**config.mk**
```make
export PLATFORM = sky130hd
export DESIGN_NAME = life_array_8x8
export DESIGN_NICKNAME = d
export VERILOG_FILES = /design/src/rtl/life_pkg.sv /design/src/rtl/life_cell.sv /design/src/rtl/life_array_8x8.sv
export SDC_FILE = /design/constraint.sdc
export NUM_CORES = 1
export LEC_CHECK = 0
export BUFFER_PORTS_ARGS = -buffer_cell sky130_fd_sc_hd__buf_2
export CAP_MARGIN = 20
export CORE_ASPECT_RATIO = 2
export CORE_MARGIN = 1.5
export CORE_UTILIZATION = 35
export CTS_CLUSTER_DIAMETER = 150
export CTS_CLUSTER_SIZE = 16
export DETAILED_ROUTE_END_ITERATION = 16
export PLACE_DENSITY = 0.49
export REMOVE_ABC_BUFFERS = 1
export SLEW_MARGIN = 20
export SYNTH_ARGS = -nofsm -noshare
export SYNTH_HDL_FRONTEND = slang
export SYNTH_SLANG_ARGS = --single-unit
```
**constraint.sdc**
```tcl
create_clock -name clk -period 3.9 [get_ports clk]
set_clock_uncertainty 0.2 [all_clocks]
set_input_delay 0.39 -clock clk [delete_from_list [all_inputs] [get_ports clk]]
set_output_delay 0.39 -clock clk [all_outputs]
set_load 0.01 [all_outputs]
```
**src/rtl/life_pkg.sv**
```systemverilog
// Shared definitions for the 8x8 Game-of-Life tile: quadrant selectors and
// the row/column to quadrant-word bit mapping.
package life_pkg;

    localparam logic [1:0] Q_TL = 2'b00;
    localparam logic [1:0] Q_BL = 2'b01;
    localparam logic [1:0] Q_TR = 2'b10;
    localparam logic [1:0] Q_BR = 2'b11;

    // Column-major position inside a 4x4 quadrant word.
    function automatic logic [3:0] idx(input int r, input int c);
        return 4'(4 * c + r);
    endfunction

endpackage

```
**src/rtl/life_cell.sv**
```systemverilog
// One Game-of-Life cell holding current and previous generation (B3/S23).
// Latency: next generation visible the clock after adv; load visible next clock.
// Backpressure: none; load overrides adv in the same clock.
module life_cell
    import life_pkg::*;
(
    input  logic       clk,
    input  logic       reset,
    input  logic [7:0] nbr,
    input  logic       adv,
    input  logic       load,
    input  logic       load_val,
    output logic       cur,
    output logic       prev
);

    logic [3:0] count;
    logic       next_val;

    always_comb begin
        count = '0;
        for (int i = 0; i < 8; i++) begin
            count = count + 4'(nbr[i]);
        end
        next_val = (count == 4'd3) || (cur && count == 4'd2);
    end

    always_ff @(posedge clk or posedge reset) begin
        if (reset) begin
            cur  <= 1'b0;
            prev <= 1'b0;
        end else if (load) begin
            cur  <= load_val;
            prev <= load_val;
        end else if (adv) begin
            prev <= cur;
            cur  <= next_val;
        end
    end

endmodule

```
**src/rtl/life_array_8x8.sv**
```systemverilog
// 8x8 Game-of-Life tile with edge/corner neighbour inputs and quadrant host access.
// Latency: one generation per rising edge of step, visible the next clock; reads are combinational.
// Backpressure: none; a write in the same clock as a step edge drops that generation.
module life_array_8x8
    import life_pkg::*;
(
    input  logic        clk,
    input  logic        reset,
    input  logic [15:0] vali,
    input  logic [1:0]  vali_selector,
    input  logic        write_enb,
    input  logic [1:0]  valo_selector,
    output logic [15:0] valo,
    output logic [15:0] valo_prev,
    input  logic [7:0]  n,
    input  logic [7:0]  s,
    input  logic [7:0]  w,
    input  logic [7:0]  e,
    input  logic        nw,
    input  logic        ne,
    input  logic        se,
    input  logic        sw,
    input  logic        step
);

    logic              step_q;
    logic              adv;
    logic [63:0]       cur_v;
    logic [63:0]       prev_v;
    logic [9:0][9:0]   pad;
    logic [3:0][15:0]  cur_q;
    logic [3:0][15:0]  prev_q;

    assign adv = step & ~step_q;

    always_ff @(posedge clk or posedge reset) begin
        if (reset) begin
            step_q <= 1'b0;
        end else begin
            step_q <= step;
        end
    end

    // 10x10 padded grid: ring of boundary inputs around the live cells.
    assign pad[0][0] = nw;
    assign pad[0][9] = ne;
    assign pad[9][0] = sw;
    assign pad[9][9] = se;

    for (genvar i = 0; i < 8; i++) begin : g_edge
        assign pad[0][i+1] = n[i];
        assign pad[9][i+1] = s[i];
        assign pad[i+1][0] = w[i];
        assign pad[i+1][9] = e[i];
    end

    for (genvar r = 0; r < 8; r++) begin : g_row
        for (genvar c = 0; c < 8; c++) begin : g_col
            localparam logic [1:0] Q = {c >= 4, r >= 4};
            localparam logic [3:0] B = idx(r % 4, c % 4);

            life_cell u_cell (
                .clk      (clk),
                .reset    (reset),
                .nbr      ({pad[r][c],   pad[r][c+1],   pad[r][c+2],
                            pad[r+1][c],                pad[r+1][c+2],
                            pad[r+2][c], pad[r+2][c+1], pad[r+2][c+2]}),
                .adv      (adv),
                .load     (write_enb && (vali_selector == Q)),
                .load_val (vali[B]),
                .cur      (cur_v[r*8+c]),
                .prev     (prev_v[r*8+c])
            );

            assign pad[r+1][c+1] = cur_v[r*8+c];
            assign cur_q[Q][B]   = cur_v[r*8+c];
            assign prev_q[Q][B]  = prev_v[r*8+c];
        end
    end

    assign valo      = cur_q[valo_selector];
    assign valo_prev = prev_q[valo_selector];

endmodule

```
Word level (Yosys, flattened, before mapping)
Cells that the tools add are included.
{"block": "totals", "regBits": 129, "inputBits": 60}
{"block": "classes", "eq_ne": 131, "n_bitwise": 2, "add_sub_neg": 448, "n_lt_le_gt_ge": 1, "n_mux": 260, "n_reduce_logical": 137}
{"operator": "4-bit by 1-bit adder with 4-bit output", "n": 384}
{"operator": "4-bit by 2-bit equality test with 1-bit output, second input constant", "n": 128}
{"operator": "1-bit 2-to-1 mux", "n": 256}
{"operator": "1-bit by 1-bit adder with 2-bit output", "n": 64}
{"operator": "1-bit logical AND", "n": 68}
{"operator": "16-bit binary-select mux with 2-bit select", "n": 2}
{"operator": "1-bit logical OR", "n": 64}
{"operator": "16-bit 2-to-1 mux", "n": 2}
{"operator": "2-bit nonzero test", "n": 4}
{"operator": "2-bit equality test, second input constant", "n": 2}
{"operator": "2-bit by 3-bit < comparator with 1-bit output, second input constant", "n": 1}
{"operator": "2-bit by 1-bit equality test with 1-bit output, second input constant", "n": 1}
{"operator": "2-bit logical NOT", "n": 1}
{"operator": "1-bit AND", "n": 1}
{"operator": "1-bit NOT", "n": 1}

Depth between registers and ports, before layout
{"block": "logic_depth", "depth_word": 12, "mapped_depth": 12, "ltp_nobuf": 12}

Modules after synthesis
Synthesis repeated with hierarchy kept, for this count alone.
{"block": "unflattened", "cells_unflattened": 1774, "area_unflattened_um2": 17697.0}
{"mod": "life_cell", "cells_per_inst": 27, "instances": 64, "area_each_um2": 262.8}
{"mod": "life_array_8x8", "cells_per_inst": 46, "instances": 1, "area_each_um2": 880.8}

Least setup slack after synthesis
No wires, ideal clock.
{"block": "synth_timing", "path_kind": "register -> register", "start": "register g_row[6].g_col[2].u_cell.cur", "end": "register g_row[5].g_col[2].u_cell.cur", "stages_incl_launch_ff": 12, "n_path_buf": 0, "t_arrival_ps": 3151, "path_slack_ps": 467, "required_ps": 3618, "period_less_slack_ps": 3433, "setup_time_ps": 82, "path_cell_list": "dfrtp_1 > ha_1 > inv_1 > fa_1 > fa_1 > inv_1 > fa_1 > inv_1 > fa_1 > a2111oi_0 > o21ai_0 > a31oi_1"}
{"block": "synth_via", "elab_chain_len": 12}
{"item": "start, declared", "line_no": "life_cell.sv:13", "rtl": "output logic cur,"}
{"item": "start signal, assigned", "line_no": "life_cell.sv:33", "rtl": "cur <= load_val;"}
{"item": "start signal, assigned", "line_no": "life_cell.sv:37", "rtl": "cur <= next_val;"}
{"item": "1-bit by 1-bit adder with 2-bit output (*)", "line_no": "life_cell.sv:23", "rtl": "count = count + 4'(nbr[i]);"}
{"item": "4-bit by 1-bit adder with 4-bit output (*) (6 in series)", "line_no": "life_cell.sv:23"}
{"item": "4-bit by 2-bit equality test with 1-bit output", "line_no": "life_cell.sv:25", "rtl": "next_val = (count == 4'd3) || (cur && count == 4'd2);"}
{"item": "1-bit logical AND", "line_no": "life_cell.sv:25"}
{"item": "1-bit logical OR (*)", "line_no": "life_cell.sv:25"}
{"item": "1-bit 2-to-1 mux (*)", "line_no": "life_cell.sv:35", "rtl": "end else if (adv) begin"}
{"item": "1-bit 2-to-1 mux (*)", "line_no": "life_cell.sv:32", "rtl": "end else if (load) begin"}
{"item": "end signal, assigned", "line_no": "life_cell.sv:33"}
{"item": "end signal, assigned", "line_no": "life_cell.sv:37"}
{"item": "end, declared", "line_no": "life_cell.sv:13"}
Every way passes the cells marked *; elsewhere a longest branch is shown, timed or not. The select of a mux whose other input is x is not followed.
A chain may end at the register's enable or synchronous reset.

Final worst setup path
{"block": "layout_timing", "start": "register g_row[5].g_col[4].u_cell.cur", "end": "register g_row[4].g_col[4].u_cell.cur"}
{"block": "layout_via", "elab_chain_len": 12}
{"item": "start, declared", "line_no": "life_cell.sv:13"}
{"item": "start signal, assigned", "line_no": "life_cell.sv:33"}
{"item": "start signal, assigned", "line_no": "life_cell.sv:37"}
{"item": "1-bit by 1-bit adder with 2-bit output (*)", "line_no": "life_cell.sv:23"}
{"item": "4-bit by 1-bit adder with 4-bit output (*) (6 in series)", "line_no": "life_cell.sv:23"}
{"item": "4-bit by 2-bit equality test with 1-bit output", "line_no": "life_cell.sv:25"}
{"item": "1-bit logical AND", "line_no": "life_cell.sv:25"}
{"item": "1-bit logical OR (*)", "line_no": "life_cell.sv:25"}
{"item": "1-bit 2-to-1 mux (*)", "line_no": "life_cell.sv:35"}
{"item": "1-bit 2-to-1 mux (*)", "line_no": "life_cell.sv:32"}
{"item": "end signal, assigned", "line_no": "life_cell.sv:33"}
{"item": "end signal, assigned", "line_no": "life_cell.sv:37"}
{"item": "end, declared", "line_no": "life_cell.sv:13"}
Marks and branches as above.

==> reports/summary.txt <==
OUTCOME
--------------------------------------------------------------------------------------
Outcome                                                                   complete, no violations

WORST SETUP PATH
--------------------------------------------------------------------------------------
Chain of cells forming the critical path                                  buf_4 -> ha_1 -> inv_1 -> fa_1 -> fa_1 -> inv_1 -> fa_1 -> inv_1 -> fa_1 -> nor2_1 -> o2111ai_1 -> a31oi_1
Setup slack on the worst flop-to-flop path                                     0.14 ns
Most common cell type on the critical path                                        fa_1
Cells on worst reg2reg path                                                         12
Crit path max fanout                                                                 6
Slowest-stage cell, CP                                                            fa_1
CP Data Required Time                                                          4.04 ns
Crit. End Element                                                                 flop
Arrival time at the worst endpoint                                             3.90 ns
Critical path type                                                             reg2reg
Delay of the slowest critical-path stage                                       0.50 ns
Critical path startpoint category                                                 flop

PLACE
--------------------------------------------------------------------------------------
Buffers added on ports                                                              91
Total cell area at the placement stage                                     0.01930 mm2
Final HPWL DP                                                                 47190 um
Final RePlAce weighted congestion                                               0.8609

CLOCK TREE
--------------------------------------------------------------------------------------
Total clock buffers created by CTS                                                  17
Clock sink total                                                                   129
Count of H-tree levels built during CTS                                              4
TritonCTS clock tree                                                               yes
Clock latency on the worst-skew pair                                           0.46 ns
Number of buffers on the longest clock path                                          2
Root buffer cell                                                             clkbuf_16
Clock slew at the register clock pins of the worst setup and hold paths        0.06 ns

DRT
--------------------------------------------------------------------------------------
Initial DRC count                                                                  759
Detailed Route WL                                                             57890 um
Total DRC errors in the routed layout                                                0
Count of TritonRoute iterations in the first routing pass                            7
Number of nets still failing antenna checks after routing                            0
DR vias/cell                                                                     5.198
Detail-routed net length per standard cell                                    21.58 um
DR vias                                                                          13940

MIN PATH
--------------------------------------------------------------------------------------
Path category of the worst min-delay check                                      in2reg
Worst hold stages                                                                    3

LOGIC SYNTHESIS
--------------------------------------------------------------------------------------
Number of warnings reported in the yosys synthesis log                               0
Number of instances in the synthesized netlist                                    1856
Post-synthesis average cell area                                             9.376 um2
Count of state elements after synthesis                                            129
Combined area of all synthesized cells                                     0.01740 mm2
Sequential fraction of the synthesis area                                       0.1855
Count of unique library cells instantiated by Yosys                                 26

GLOBAL ROUTE
--------------------------------------------------------------------------------------
Gr usage total                                                                  0.2373
Total overflow reported by the global router                                         0
Number of global-route vias before repair                                        15252
Global-route wire length before repair                                        89440 um
Pin count of the biggest net entering global routing                                52
Number of antenna violations at the first check in global routing                    2

TIMING
--------------------------------------------------------------------------------------
Transition at the pin with the smallest max-transition slack                 0.8106 ns
Final Slew Violations                                                                0
Setup repair after global routing missed its margin                               true
Ratio of final minimum period to clock period                                   0.9648
Hold violation total from the final report                                           0
Number of failing setup endpoints in the final timing report                         0
Time the final worst path needs with I/O delays and setup                     3.763 ns
Max-slew headroom                                                               0.4596
Highest achievable clock rate                                                265.8 MHz

LAYOUT
--------------------------------------------------------------------------------------
Design Area, Final                                                         0.01994 mm2
Area growth from synthesis to final layout                                      14.59%
Fraction of layout cells with a size suffix above 1                             0.1418
Total area of multi-input combinational cells                              0.01196 mm2
Register Area                                                             0.003236 mm2
Final Net Count                                                                   2533
Filler Cells Inserted                                                             4940

FLOORPLANNING
--------------------------------------------------------------------------------------
Die ar.                                                                    0.05115 mm2
Chip Width                                                                    160.7 um
Core Rows                                                                          115
Effective utilization at floorplan                                              0.3536
Core area                                                                  0.04921 mm2
Die outline height                                                            318.3 um
Number of placed I/O pins                                                           92

JOB
--------------------------------------------------------------------------------------
Count of max-cap constraint violations                                               0

placed cells by master, fill, tap and decap left out:
| master | netlist | routed |
|---|---|---|
| dfrtp_2 | 0 | 6 |
| nand3_2 | 0 | 1 |
| clkbuf_16 | 0 | 17 |
| nand3b_1 | 2 | 2 |
| a31oi_1 | 128 | 128 |
| o2111ai_1 | 27 | 27 |
| a211oi_1 | 37 | 37 |
| dlygate4sd3_1 | 0 | 2 |
| a2111oi_0 | 27 | 26 |
| nand2_1 | 219 | 219 |
| clkbuf_1 | 21 | 2 |
| a2111oi_1 | 0 | 1 |
| o21ai_0 | 23 | 23 |
| and2b_4 | 0 | 1 |
| mux4_2 | 32 | 32 |
| bufinv_16 | 0 | 2 |
| a211o_1 | 27 | 27 |
| buf_2 | 30 | 91 |
| inv_1 | 518 | 515 |
| diode_2 | 0 | 1 |
| clkinvlp_4 | 0 | 4 |
| clkbuf_8 | 0 | 3 |
| clkinv_4 | 0 | 1 |
| or3b_2 | 0 | 1 |
| buf_12 | 1 | 6 |
| a2111oi_4 | 10 | 10 |
| ha_1 | 192 | 192 |
| inv_6 | 0 | 1 |
| o21ai_1 | 14 | 14 |
| clkinv_2 | 0 | 5 |
| fa_1 | 256 | 256 |
| buf_4 | 2 | 107 |
| nor2_1 | 155 | 155 |
| nand2b_4 | 1 | 1 |
| dfrtp_1 | 129 | 123 |
stage by stage:
stage | setup TNS [ns] | util | instances | hold slack (ns) | worst slack [ns]
2_1_floorplan | -16.90 | - | 1800 | 0.2214 | -0.1310
3_3_place_gp | 0 | 0.3921 | 2644 | 0.3069 | 0.09216
3_5_place_dp | 0 | 0.3921 | 2644 | 0.3136 | 0.06540
4_1_cts | 0 | 0.4044 | 2678 | 0.07003 | 0.05220
5_1_grt | -0.01507 | 0.4052 | 2682 | 0.1004 | -0.009960
6_report | 0 | 0.4052 | 2682 | 0.09007 | 0.1372
synth_stat cells, drive strengths merged:
cell type | instances | area, um2
inv | 518 | 1944
fa | 256 | 5125
nand2 | 219 | 822.0
ha | 192 | 2402
nor2 | 155 | 581.8
dfrtp | 129 | 3228
a31oi | 128 | 800.8
a2111oi | 37 | 511.7
a211oi | 37 | 277.8
o21ai | 37 | 185.2
buf | 35 | 200.2
mux4 | 32 | 720.7
a211o | 27 | 236.5
o2111ai | 27 | 236.5
clkbuf | 21 | 78.83
nand3b | 2 | 15.01
and2b | 1 | 7.510
nand2b | 1 | 13.76
nand3 | 1 | 5.000
or3b | 1 | 8.760
state kept, by name (all words and copies together) (netlist names):
register and count:
step_q 1, g_row.g_col.u_cell.cur 64, g_row.g_col.u_cell.prev 64
cell type report:
type | instances | share of cell area
Antenna cell | 1 | 0.0001255
Clock buffer | 22 | 0.02378
Clock inverter | 10 | 0.005459
Inverter | 518 | 0.09814
Multi-Input combinational cell | 1153 | 0.5997
Sequential cell | 129 | 0.1623
Tap cell | 643 | 0.04035
Timing Repair Buffer | 206 | 0.07015
path summary, 6_finish.rpt:
| kind | startpoint | endpoint |
|---|---|---|
| max | g_row[5].g_col[4].u_cell.cur | g_row[4].g_col[4].u_cell.cur |
| min | vali[13] | g_row[1].g_col[7].u_cell.cur |
| max reg2reg | g_row[5].g_col[4].u_cell.cur | g_row[4].g_col[4].u_cell.cur |
| min reg2reg | g_row[7].g_col[7].u_cell.prev | g_row[7].g_col[7].u_cell.prev |
| max in group asynchronous | reset | g_row[3].g_col[5].u_cell.cur |
| min in group asynchronous | reset | g_row[5].g_col[0].u_cell.cur |
routing by layer:
layer  global-route usage  up-vias  share of wire
met4               0.1682        2          0.075
met3              0.02436      169          0.032
li1                     -     6300              -
met1               0.2444     7108           0.35
met5                    0        -        0.00022
met2               0.4421      361           0.54
repair_timing:
item / 4_1_cts / 5_1_grt
hold buffers: 2 / 0
gates resized for setup: 0 / 9
endpoints found under the hold margin: 49 / 0
setup endpoints to repair: 0 / 9
buffers inserted: 0 / 3
critical path: cells and delay by family, from the launching register on:
kind	cells	cell delay, ns
compound gates	2	0.45
fa+ha+maj	5	2.01
buf+inv	4	0.41
flops	1	0.44
simple gates	1	0.12
logic make-up after synthesis:
group / Yosys count / share of synthesized area
AO/OA/AOI/OAI: 293 / 0.1292
adder cells (fa/ha/maj): 448 / 0.4326
buffers and inverters: 574 / 0.1278
flip-flops: 129 / 0.1855
multiplexers: 32 / 0.04141
AND/OR/NAND/NOR: 380 / 0.08355
Power is left out: the tool's default activity adds up to more than one toggle a clock period on the data nets, which glitch-free logic cannot reach.
